[src/rtl/hazard_scoreboard.sv]
// Pipeline hazard scoreboard: tracks EX/MEM/WB destination tags and produces
// per-source forwarding selects plus a one-cycle load-use stall and a stall counter.
module hazard_scoreboard #(
  parameter int REG_AW  = 3,
  parameter int NSRC    = 2,
  parameter int CNT_W   = 16,
  parameter int R0_ZERO = 0
) (
  input  logic                   clk,
  input  logic                   reset,
  input  logic                   id_valid,
  input  logic                   id_flush,
  input  logic [NSRC*REG_AW-1:0] id_src,
  input  logic [NSRC-1:0]        id_src_use,
  input  logic [REG_AW-1:0]      id_dest,
  input  logic                   id_regwr,
  input  logic                   id_memrd,
  input  logic                   freeze,
  output logic [2*NSRC-1:0]      fwd_sel,
  output logic                   stall,
  output logic [CNT_W-1:0]       stall_count
);

  typedef struct packed {
    logic              valid;
    logic [REG_AW-1:0] dest;
    logic              regwr;
    logic              memrd;
  } tag_t;

  tag_t             exTag_q, memTag_q, wbTag_q;
  tag_t             exTag_d;
  logic [CNT_W-1:0] stallCount_q, stallCount_d;
  logic             loadUse;

  function automatic logic stageHit(input tag_t t, input logic [REG_AW-1:0] src,
                                    input logic srcUsed);
    return srcUsed && t.valid && t.regwr && (t.dest == src) &&
           ((R0_ZERO == 0) || (src != '0));
  endfunction

  // Youngest producer wins; the load-use test only looks at the EX stage.
  always_comb begin
    fwd_sel = '0;
    loadUse = 1'b0;
    for (int i = 0; i < NSRC; i++) begin
      if (stageHit(exTag_q, id_src[i*REG_AW +: REG_AW], id_src_use[i])) begin
        fwd_sel[2*i +: 2] = 2'b01;
        if (exTag_q.memrd) loadUse = 1'b1;
      end else if (stageHit(memTag_q, id_src[i*REG_AW +: REG_AW], id_src_use[i])) begin
        fwd_sel[2*i +: 2] = 2'b10;
      end else if (stageHit(wbTag_q, id_src[i*REG_AW +: REG_AW], id_src_use[i])) begin
        fwd_sel[2*i +: 2] = 2'b11;
      end
    end
  end

  assign stall = id_valid && !id_flush && loadUse;

  always_comb begin
    exTag_d = '0;
    if (id_valid && !id_flush && !stall) begin
      exTag_d.valid = 1'b1;
      exTag_d.dest  = id_dest;
      exTag_d.regwr = id_regwr;
      exTag_d.memrd = id_memrd;
    end
  end

  assign stallCount_d = (stall && (stallCount_q != '1)) ? stallCount_q + CNT_W'(1)
                                                         : stallCount_q;

  always_ff @(posedge clk or posedge reset) begin
    if (reset) begin
      exTag_q      <= '0;
      memTag_q     <= '0;
      wbTag_q      <= '0;
      stallCount_q <= '0;
    end else if (!freeze) begin
      exTag_q      <= exTag_d;
      memTag_q     <= exTag_q;
      wbTag_q      <= memTag_q;
      stallCount_q <= stallCount_d;
    end
  end

  assign stall_count = stallCount_q;

  // Older stages carry memrd only for tag uniformity; nothing downstream reads it.
  logic unusedMemrd;
  assign unusedMemrd = memTag_q.memrd ^ wbTag_q.memrd;

endmodule

[config.mk]
export PLATFORM = sky130hd
export DESIGN_NAME = hazard_scoreboard
export DESIGN_NICKNAME = d
export VERILOG_FILES = /design/src/rtl/hazard_scoreboard.sv
export SDC_FILE = /design/constraint.sdc
export NUM_CORES = 1
export LEC_CHECK = 0
export ABC_AREA = 1
export CAP_MARGIN = 20
export CORE_MARGIN = 5
export CORE_UTILIZATION = 56
export CTS_BUF_LIST = sky130_fd_sc_hd__clkbuf_16
export DETAILED_ROUTE_END_ITERATION = 8
export GPL_TIMING_DRIVEN = 1
export HOLD_SLACK_MARGIN = 0.05
export PLACE_DENSITY = 0.95
export SLEW_MARGIN = 0
export SYNTH_ARGS = -nofsm -noshare
export SYNTH_HDL_FRONTEND = slang
export SYNTH_SLANG_ARGS = --single-unit
[constraint.sdc]
create_clock -name clk -period 3 [get_ports clk]
set_clock_uncertainty 0.1 [all_clocks]
set_input_delay 0.75 -clock clk [delete_from_list [all_inputs] [get_ports clk]]
set_output_delay 0.75 -clock clk [all_outputs]
set_load 0.02 [all_outputs]
Word level (Yosys, flattened, before mapping)
Cells that the tools add are included.
Word-level totals
  output and inout port bits: 21
  bits in registers: 32
  input port bits: 18
  word-level logic and storage cells: 56
Cells by class
  reductions and logical operators: 25
  mux-type cells: 11
  add/subtract/negate cells: 1
  bitwise logic cells: 1
  equal/unequal tests: 7
Operators by type and width (number)
  $logic_and A1 B1 Y1: 22
  $eq A3 B3 Y1: 6
  $add A16 B1 Y16 const B: 1
  $ne A16 B16 Y1 const B: 1
  $mux W2: 6
  $mux W6: 1
  $mux W1: 4
  $logic_not A1 Y1: 2
  $reduce_and A2 Y1: 1
  $not A1 Y1: 1

Depth between registers and ports, before layout
Gate-level depths: netlist (run 1).
  depth in word-level cells: 10
  depth in mapped cells: 11
  depth with buffers taken out: 10

Least setup slack after synthesis (run 1)
No wires, ideal clock.
  path type: in2out
  start: input port id_src[0]
  end: output port fwd_sel[1]
  data arrival time: 1.637 ns
  cell stages on the path: 7
  data required time: 2.150 ns
  slack: 0.513 ns
  buffers on the path: 0
  cell sequence: inv_2 > nand2_1 > nand2_1 > nand3_1 > nor3_1 > inv_1 > a21boi_0
Between the ends
  cells in the longest elaborated chain, start to end: 5
  elaborated cells between the ends (all ways): 9
  those cells by class: eq/ne: 3; mux: 3; reduce/logical: 3
RTL lines
  start, declared: line 13  | input logic [NSRC*REG_AW-1:0] id_src,
  $eq A3 B3 Y1: line 38  | return srcUsed && t.valid && t.regwr && (t.dest == src) &&
  $logic_and A1 B1 Y1: line 38
  $mux W2: line 52  | end else if (stageHit(wbTag_q, id_src[i*REG_AW +: REG_AW], id_src_use[i])) begin
  $mux W2: line 50  | end else if (stageHit(memTag_q, id_src[i*REG_AW +: REG_AW], id_src_use[i])) begin
  $mux W2 (*): line 47  | if (stageHit(exTag_q, id_src[i*REG_AW +: REG_AW], id_src_use[i])) begin
  end, declared: line 19  | output logic [2*NSRC-1:0] fwd_sel,
Mark *: on every way between the ends. The rest lies on a longest branch, timed or not.

Final worst setup path (run 1)
  start: input port id_src_use[1]
  end: output port stall
Between the ends
  cells in the longest elaborated chain, start to end: 5
RTL lines
  start, declared: line 14  | input logic [NSRC-1:0] id_src_use,
  $logic_and A1 B1 Y1 (3 in a row): line 38
  $mux W1: line 47
  $logic_and A1 B1 Y1: line 58  | assign stall = id_valid && !id_flush && loadUse;
  end, declared: line 20  | output logic stall,
No other way between the ends.

==> impl_metrics.py, run 1 <==
metrics = {
    "grt": {
        "grt_busiest_layer": "met2",
        "grt_use_total_pct": 21.6,
        "antenna_found_initial": 0,
        "grt.met2_usage_pct": 36.3,
        "grt_pass1_wl_um": 8690,
        "gr-usage-met3_pct": 4.69,
        "grt_max_degree": 33,
        "grt_pass1_vias": 1977,
        "grt_overflow": 0,
        "met1_usage_pct": 26.8,
    },
    "timing": {
        "relSlewSlack_pct": 66.8,
        "period_needed_ns": 2.93,
        "finalSetupViolations": 0,
        "period_share_pct": 97.7,
        "hold_viol": 0,
        "worst_slew_pin_slew_ns": 0.496,
        "rsz0062_at_grt": "no",
        "fmax_mhz": 341,
        "drv_slew": 0,
        "fin_ws_ns": 0.0681,
        "fin_tns_setup_ns": 0,
    },
    "worst_setup_path": {
        "max_stage_delay_ns": 0.53,
        "start_kind": "input pin",
        "crit_arrival_ns": 2.08,
        "cpMaxStageDelayCell": "clkdlybuf4s50_1",
        "critPathKind": "in2out",
        "r2r_setup_slack_ns": 1.11,
        "worstPathCellList": "clkdlybuf4s50_1 > nand3_1 > a21oi_1 > nand2_2 > nand2_4 > nand3_1 > inv_1 > clkdlybuf4s15_2",
        "cp.required_ns": 2.15,
        "endpoint_kind": "output pin",
        "path_common_cell": "nand3_1",
        "path_max_fanout": 3,
        "critPathTopFamily": "buffers and inverters",
        "critPathBufInv": 3,
    },
    "clocking": {
        "htree_levels": 2,
        "ctsRootBufferMaster": "clkbuf_16",
        "cts_hold_buf": 0,
        "cts_tree": "done",
        "clock_latency_ns": 0.27,
        "clkTransAtPathRegs_ns": 0.05,
        "clockBufferDepth": 2,
        "numCtsBuffers": 5,
        "cts.sinks": 32,
        "post-cts-setup-buffer-count": 0,
    },
    "drt": {
        "routedWlPerCell_um": 13.3,
        "drc_errors": 0,
        "routed_wl_um": 5040,
        "drt_iter0_markers": 116,
        "vias": 1982,
        "ant_nets": 0,
        "firstDrtPassIters": 4,
        "routed_via_density": 5.24,
    },
    "placement": {
        "io_buffers": 38,
        "placed_cell_area_um2": 2550,
        "pre_cts_ws_ns": -0.410,
        "hpwl_um": 3660,
        "gp_congestion": 0.876,
    },
    "synth": {
        "synth-main-ff-cell": "dfrtp_1",
        "ys_ff_latch": 32,
        "async_flop_share_pct": 100,
        "seq_area_frac_synth_pct": 38.6,
        "syn_area_um2": 2070,
        "ys_warn_count": 0,
        "synth_common_cells": "97 x nand2_1, 32 x dfrtp_1, 30 x inv_1",
        "syn_area_per_cell_um2": 7.44,
        "yosysTopAreaCellShare_pct": 38.6,
        "yosysUniqueCellTypes": 27,
        "synthCells": 279,
        "synth_nets": 298,
        "synth_edf_count": 0,
        "synthTopCellsByArea": "dfrtp_1 39%, nand2_1 18%, nand2_2 6.6%",
        "yosysTopAreaCell": "dfrtp_1",
        "yosysMostFrequentCell": "nand2_1",
    },
    "floorplanning": {
        "start_util_pct": 57.1,
        "num_rows": 22,
        "die_y_um": 70.9,
        "die_w_um": 70.9,
        "io_pins": 39,
        "core_area_um2": 3630,
        "die_area_um2": 5020,
    },
    "final_layout": {
        "drive_gt1_share_pct": 17.9,
        "fin_area_um2": 2730,
        "area.growth.synth_to_final_pct": 31.7,
        "fill_cells": 295,
        "num_antenna_cells": 0,
        "layout.nets": 348,
    },
    "run_status": {
        "status": "finished clean",
    },
    "power_and_ir_drop": {
        "cellPowerDensity_nw_per_um2": 417,
        "p_leak_uw": 0.00131,
        "vdd_ir_drop_max_v": 0.000390,
    },
    "job": {
        "maxCapViolations": 0,
    },
    "worst_hold_path": {
        "hold_class": "reg2reg",
    },
}
routing by layer:
layer  part of all wire [%]  up-vias
met2                     51       64
met5                      0        -
met3                    5.2       10
met1                     42      935
met4                    1.8        0
li1                       -      973
power breakdown:
group | switching (uW) | internal (uW) | leakage [uW]
Combinational | 62.0 | 50.7 | 0.000790
Sequential | 17.8 | 449 | 0.000438
Clock | 175 | 385 | 0.0000789
kinds of logic after synthesis:
family / synth area share, %
simple gates: 40.6
buf+inv: 7.48
flops: 38.6
xor+xnor: 8.44
compound gates: 4.28
fa+ha+maj: 0.603
stage by stage:
step | hold WS, ns | util, % | std cells | total power, uW
CTS | 0.426 | 74.8 | 378 | 1150
global placement | 0.387 | 70.1 | 370 | 578
global route | 0.448 | 75.2 | 378 | 1180
detailed placement | 0.414 | 70.1 | 370 | 583
finish | 0.420 | 75.2 | 378 | 1140
floorplan | 0.370 | - | 279 | 527
cell type report:
cell class                 count  area, um^2  area share (%)
tap                           48        60.1            2.20
multi-input combinational    211        1140            41.6
timing repair buffer          47         452            16.5
clock inverter                 3        37.5            1.37
sequential                    32         801            29.3
inverter                      32         120            4.40
clock buffer                   5         125            4.58
what timing repair did:
action,in CTS,in global routing
hold endpoints to repair,0,0
gates resized for setup,16,9
pin swaps,0,0
endpoints found under the setup margin,5,5
placed cells by master, fill, tap and decap left out, drive strengths merged:
cell type      Yosys  final
nand3             21     21
nor3               5      5
a31oi              1      1
ha                 1      1
buf                2     10
clkdlybuf4s50      0     27
nor2              19     19
dlygate4sd2        0      1
dlymetal6s2s       0      5
nor3b              1      1
clkbuf             2      6
nand4              7      7
a21oi              1      1
xnor2             11     11
inv               32     32
dfrtp             32     32
nand2            120    120
clkdlybuf4s15      0      3
o21ai             14     14
bufinv             0      1
a21boi             1      1
clkinv             0      2
xor2               9      9
final timing paths:
kind	start	cells past startpoint	endpoint
hold / removal	memTag_q[1]$_DFFE_PP0N_	2	memTag_q[1]$_DFFE_PP0N_
hold reg to reg	memTag_q[1]$_DFFE_PP0N_	2	memTag_q[1]$_DFFE_PP0N_
setup reg to reg	exTag_q[4]$_DFFE_PP0N_	10	stall_count[2]$_DFFE_PP0P_
setup / recovery	id_src_use[1]	8	stall
min in group asynchronous	reset	3	wbTag_q[3]$_DFFE_PP0N_
max in group asynchronous	reset	3	stall_count[12]$_DFFE_PP0P_
worst reg2reg max path: cells and delay by family (launching register included):
kind	cells	cell delay, ns
compound gates	1	0.16
buf+inv	2	0.26
flops	1	0.39
simple gates	7	0.92
state kept, by name, indices dropped and copies added (netlist names):
name	cells
stall_count	16
exTag_q	6
memTag_q	5
wbTag_q	5
No activity file was read; power rests on OpenSTA's default activity.
==> run 2: changes to the inputs <==
- CORE_UTILIZATION: 56 -> 40
- PLACE_DENSITY: 0.95 -> 0.75
==> run 2 against run 1 <==
Sequential share of layout area down 0.20 points. Setup slack got worse by 0.010 ns. Via count decreased by 4.8%. Largest power group unchanged. Clock-buffer cell count did not move. Clock power hardly changed. Wire length is 4.2% lower.
==> impl_metrics.py, run 2 (synthesis gave the netlist of run 1 again) <==
metrics = {
    "final_layout": {
        "fin_area_um2": 2750,
        "multi_input_comb_area_um2": 1130,
        "most-common-layout-cells": "97 x nand2_1, 32 x dfrtp_1, 31 x inv_1",
        "fill_cells": 513,
        "regArea_um2": 801,
        "drive_gt1_share_pct": 18.7,
        "layout_commonest_cell": "nand2_1",
        "area.growth.synth_to_final_pct": 32.6,
        "num_antenna_cells": 0,
        "layout.nets": 349,
        "largest_register_ffs": 16,
    },
    "drt": {
        "firstDrtPassIters": 4,
        "drt_iter0_markers": 124,
        "ant_nets": 0,
        "routed_wl_um": 4830,
        "routedWlPerCell_um": 12.0,
        "routed_via_density": 4.70,
        "drc_errors": 0,
        "vias": 1886,
    },
    "timing": {
        "period_needed_ns": 2.94,
        "fmax_mhz": 340,
        "drv_slew": 0,
        "whs_ns": 0.410,
        "finalSetupViolations": 0,
        "hold_viol": 0,
        "relSlewSlack_pct": 68.0,
        "rsz0062_at_grt": "no",
        "worst_slew_pin_slew_ns": 0.478,
        "period_share_pct": 98.1,
    },
    "grt": {
        "grt_pass1_wl_um": 8140,
        "grt_use_total_pct": 15.8,
        "grt_busiest_layer": "met2",
        "antenna_found_initial": 0,
        "gr-usage-met3_pct": 4.06,
        "grt_max_degree": 33,
        "grt_overflow": 0,
        "grt_pass1_vias": 1783,
        "grt.met2_usage_pct": 25.8,
        "met1_usage_pct": 20.4,
    },
    "floorplanning": {
        "start_util_pct": 40.9,
        "num_rows": 26,
        "die_y_um": 82.0,
        "die_w_um": 82.0,
        "die_area_um2": 6730,
        "core_area_um2": 5070,
        "io_pins": 39,
    },
    "clocking": {
        "cts.sinks": 32,
        "cts_hold_buf": 0,
        "htree_levels": 2,
        "clock_latency_ns": 0.27,
        "cts_tree": "done",
        "ctsRootBufferMaster": "clkbuf_16",
        "numCtsBuffers": 5,
        "clockBufferDepth": 2,
        "clkTransAtPathRegs_ns": 0.05,
    },
    "worst_setup_path": {
        "crit_arrival_ns": 2.09,
        "endpoint_kind": "output pin",
        "path_max_fanout": 4,
        "cp.required_ns": 2.15,
        "critPathKind": "in2out",
        "start_kind": "input pin",
    },
    "power_and_ir_drop": {
        "vdd_ir_drop_max_v": 0.000213,
        "p_leak_uw": 0.00131,
        "cellPowerDensity_nw_per_um2": 411,
    },
    "worst_hold_path": {
        "hold_class": "reg2reg",
    },
    "job": {
        "maxCapViolations": 0,
    },
    "placement": {
        "hpwl_um": 3630,
        "io_buffers": 38,
        "gp_congestion": 0.835,
        "placed_cell_area_um2": 2580,
    },
    "run_status": {
        "status": "finished clean",
    },
}
## run 2: routing by layer
metal | vias up | share of wire [%]
li1 | 973 | -
met1 | 865 | 48
met2 | 44 | 47
met3 | 4 | 4.7
met4 | 0 | 0.56
met5 | - | 0
## run 2: report_power, final
part           switching, uW  internal (uW)
clock                    171            386
sequential              17.6            449
combinational           58.3           49.2
total                    247            884
## run 2: what timing repair did
item | 4_1_cts | 5_1_grt
resized for setup | 18 | 9
endpoints found under the setup margin | 5 | 5
setup buffers | 0 | 0
pin swaps | 0 | 0
## run 2: critical path, stage by stage
cell and delay, ns:
clkdlybuf4s50_1 0.54, nand2_1 0.09, a21oi_2 0.17, nand2_2 0.09, buf_4 0.14, nand2_1 0.06, clkdlybuf4s15_2 0.25
## run 2: area by class of cell
class	count	area share (%)
multi-input combinational	211	41.2
sequential	32	29.1
inverter	32	4.37
clock inverter	3	1.41
clock buffer	5	4.55
timing repair buffer	48	16.2
tap	70	3.18
## run 2: worst paths after layout
check                                           start                           to  slack [ns]  cells after the start
max                                         id_src[5]                   fwd_sel[2]        0.06                      7
min                           memTag_q[1]$_DFFE_PP0N_      memTag_q[1]$_DFFE_PP0N_        0.41                      2
max reg2reg                stall_count[0]$_DFFE_PP0P_   stall_count[3]$_DFFE_PP0P_        1.08                      9
min reg2reg                   memTag_q[1]$_DFFE_PP0N_      memTag_q[1]$_DFFE_PP0N_        0.41                      2
max in group asynchronous                       reset  stall_count[15]$_DFFE_PP0P_        1.75                      3
min in group asynchronous                       reset       exTag_q[2]$_DFFE_PP0N_        0.76                      3
## run 2: metrics by stage
step | worst slack, ns | setup TNS, ns | std cells | utilization (%) | total power, uW
2_1_floorplan | 0.513 | 0 | 279 | - | 527
3_3_place_gp | -0.351 | -1.53 | 393 | 50.9 | 580
3_5_place_dp | -0.388 | -1.67 | 393 | 50.9 | 582
4_1_cts | 0.00394 | 0 | 401 | 54.2 | 1150
5_1_grt | 0.0233 | 0 | 401 | 54.2 | 1180
6_report | 0.0579 | 0 | 401 | 54.2 | 1130
==> run 3: changes to the inputs <==
- REMOVE_ABC_BUFFERS: default -> 1
==> run 3 against run 2 <==
Sequential power barely moved. Register-to-register slack got worse by 0.08 ns. First-iteration DRC count shrank 35%. Flip-flop and latch count did not move. Final area decreased by 0.68%. Utilization decreased by 0.37 points. Via count decreased by 1.5%. Global-route usage is 0.19 points lower. Critical path type unchanged. Critical endpoint is now stall. Largest cell class unchanged. Highest routed layer unchanged.
==> impl_metrics.py, run 3 (synthesis gave the netlist of run 1 again) <==
metrics = {
    "worst_setup_path": {
        "path_max_fanout": 4,
        "start_kind": "input pin",
        "critPathKind": "in2out",
        "cp.required_ns": 2.15,
        "endpoint_kind": "output pin",
        "max_stage_delay_ns": 0.53,
        "cpMaxStageDelayCell": "clkdlybuf4s50_1",
        "crit_arrival_ns": 2.06,
        "crit_start": "id_src[5]",
        "worstPathCellList": "clkdlybuf4s50_1 > nand2_1 > a21oi_1 > nand2_2 > nand2_4 > nand3_1 > inv_1 > clkdlybuf4s15_2",
        "r2r_start": "stall_count[0]$_DFFE_PP0P_",
    },
    "clocking": {
        "clock_latency_ns": 0.27,
        "htree_levels": 2,
        "numCtsBuffers": 5,
        "clockBufferDepth": 2,
        "clkTransAtPathRegs_ns": 0.05,
        "ctsRootBufferMaster": "clkbuf_16",
        "cts.sinks": 32,
        "post-cts-setup-buffer-count": 0,
        "cts_tree": "done",
        "cts_hold_buf": 0,
    },
    "power_and_ir_drop": {
        "p_comb_share_pct": 10.6,
        "power_frac_clock_pct": 44.3,
        "cellPowerDensity_nw_per_um2": 378,
        "vdd_ir_drop_max_v": 0.000187,
        "p_sw_share_pct": 23.0,
        "p_leak_uw": 0.00129,
        "switching_power_uw": 237,
        "seqPwrFrac_pct": 45.2,
        "total_power_uw": 1030,
        "internal_power_uw": 795,
    },
    "timing": {
        "fin_tns_setup_ns": 0,
        "worst_slew_pin_slew_ns": 0.480,
        "period_needed_ns": 2.91,
        "fmax_mhz": 344,
        "period_share_pct": 96.9,
        "relSlewSlack_pct": 67.9,
        "drv_slew": 0,
        "finalSetupViolations": 0,
        "hold_viol": 0,
    },
    "drt": {
        "ant_nets": 0,
        "drt_iter0_markers": 81,
        "routedWlPerCell_um": 11.9,
        "routed_via_density": 4.63,
        "routed_wl_um": 4770,
        "drc_errors": 0,
        "firstDrtPassIters": 4,
        "vias": 1857,
    },
    "final_layout": {
        "finish.utilization_pct": 53.8,
        "num_antenna_cells": 0,
        "fill_cells": 502,
        "largest_register_ffs": 16,
        "layout.nets": 350,
        "most-common-layout-cells": "97 x nand2_1, 32 x dfrtp_1, 30 x inv_1",
        "fin_area_um2": 2730,
        "area.growth.synth_to_final_pct": 31.7,
        "stdcell_count": 401,
        "layout_commonest_cell": "nand2_1",
        "drive_gt1_share_pct": 18.1,
    },
    "grt": {
        "grt_pass1_wl_um": 7980,
        "grt_overflow": 0,
        "grt_pass1_vias": 1774,
        "grt_use_total_pct": 15.6,
        "grt_max_degree": 33,
        "antenna_found_initial": 0,
    },
    "placement": {
        "placed_cell_area_um2": 2590,
        "gp_congestion": 0.832,
        "placed_cells": 394,
        "hpwl_um": 3490,
        "io_buffers": 38,
    },
    "floorplanning": {
        "die_w_um": 82.0,
        "die_area_um2": 6730,
        "die_y_um": 82.0,
        "core_area_um2": 5070,
        "io_pins": 39,
        "start_util_pct": 40.9,
        "num_rows": 26,
    },
    "worst_hold_path": {
        "hold_class": "reg2reg",
        "min-delay-start": "wbTag_q[1]$_DFFE_PP0N_",
    },
    "job": {
        "maxCapViolations": 0,
    },
    "run_status": {
        "status": "finished clean",
    },
}
## run 3: final cells by class
cell class | instances | area [um^2] | share of cell area, %
clock inverters | 2 | 7.51 | 0.275
inverters | 32 | 120 | 4.40
repair buffers | 49 | 462 | 16.9
clock buffers | 5 | 125 | 4.58
well taps | 70 | 87.6 | 3.21
multi-input cells | 211 | 1130 | 41.3
flip-flops and latches | 32 | 801 | 29.3
## run 3: metal layers
layer	wire, um	vias up	track usage, %
met2	2260	38	26.1
li1	-	969	-
met5	0	-	0
met4	60	0	4.49
met1	2230	843	19.9
met3	229	7	3.95
## run 3: what timing repair did
item                                    in CTS  in global routing
hold endpoints to repair                     0                  0
gates resized for setup                     17                  9
endpoints found under the setup margin       5                  5
pin swaps                                    0                  0
## run 3: per-stage QoR
| stage | hold slack (ns) | setup WS [ns] |
|---|---|---|
| after floorplan | 0.367 | 0.513 |
| after global placement | 0.396 | -0.337 |
| after detailed placement | 0.397 | -0.358 |
| after CTS | 0.413 | 0.00217 |
| after global routing | 0.464 | -0.00310 |
| final | 0.414 | 0.0931 |
## run 3: final timing paths
kind                                                   end  slack, ns  cells after the start
min in group asynchronous       stall_count[3]$_DFFE_PP0P_       0.76                      3
worst max-delay path                                 stall       0.09                      8
worst min-delay path                wbTag_q[1]$_DFFE_PP0N_       0.41                      2
worst min register to register      wbTag_q[1]$_DFFE_PP0N_       0.41                      2
worst max register to register  stall_count[5]$_DFFE_PP0P_       1.00                      9
max in group asynchronous           exTag_q[5]$_DFFE_PP0N_       1.75                      3
## run 3: power groups by stage
stage | logic, uW | clock network (uW) | registers (uW)
2_1_floorplan | 56.3 | 0 | 469
3_3_place_gp | 108 | 0 | 472
3_5_place_dp | 110 | 0 | 473
4_1_cts | 110 | 472 | 466
5_1_grt | 123 | 489 | 468
6_report | 109 | 457 | 466
## run 3: critical path: cells and delay by family
| kind | cells | cell delay (ns) |
|---|---|---|
| AOI/OAI and AO/OA | 1 | 0.17 |
| and+or+nand+nor | 4 | 0.28 |
| buffers and inverters | 3 | 0.84 |
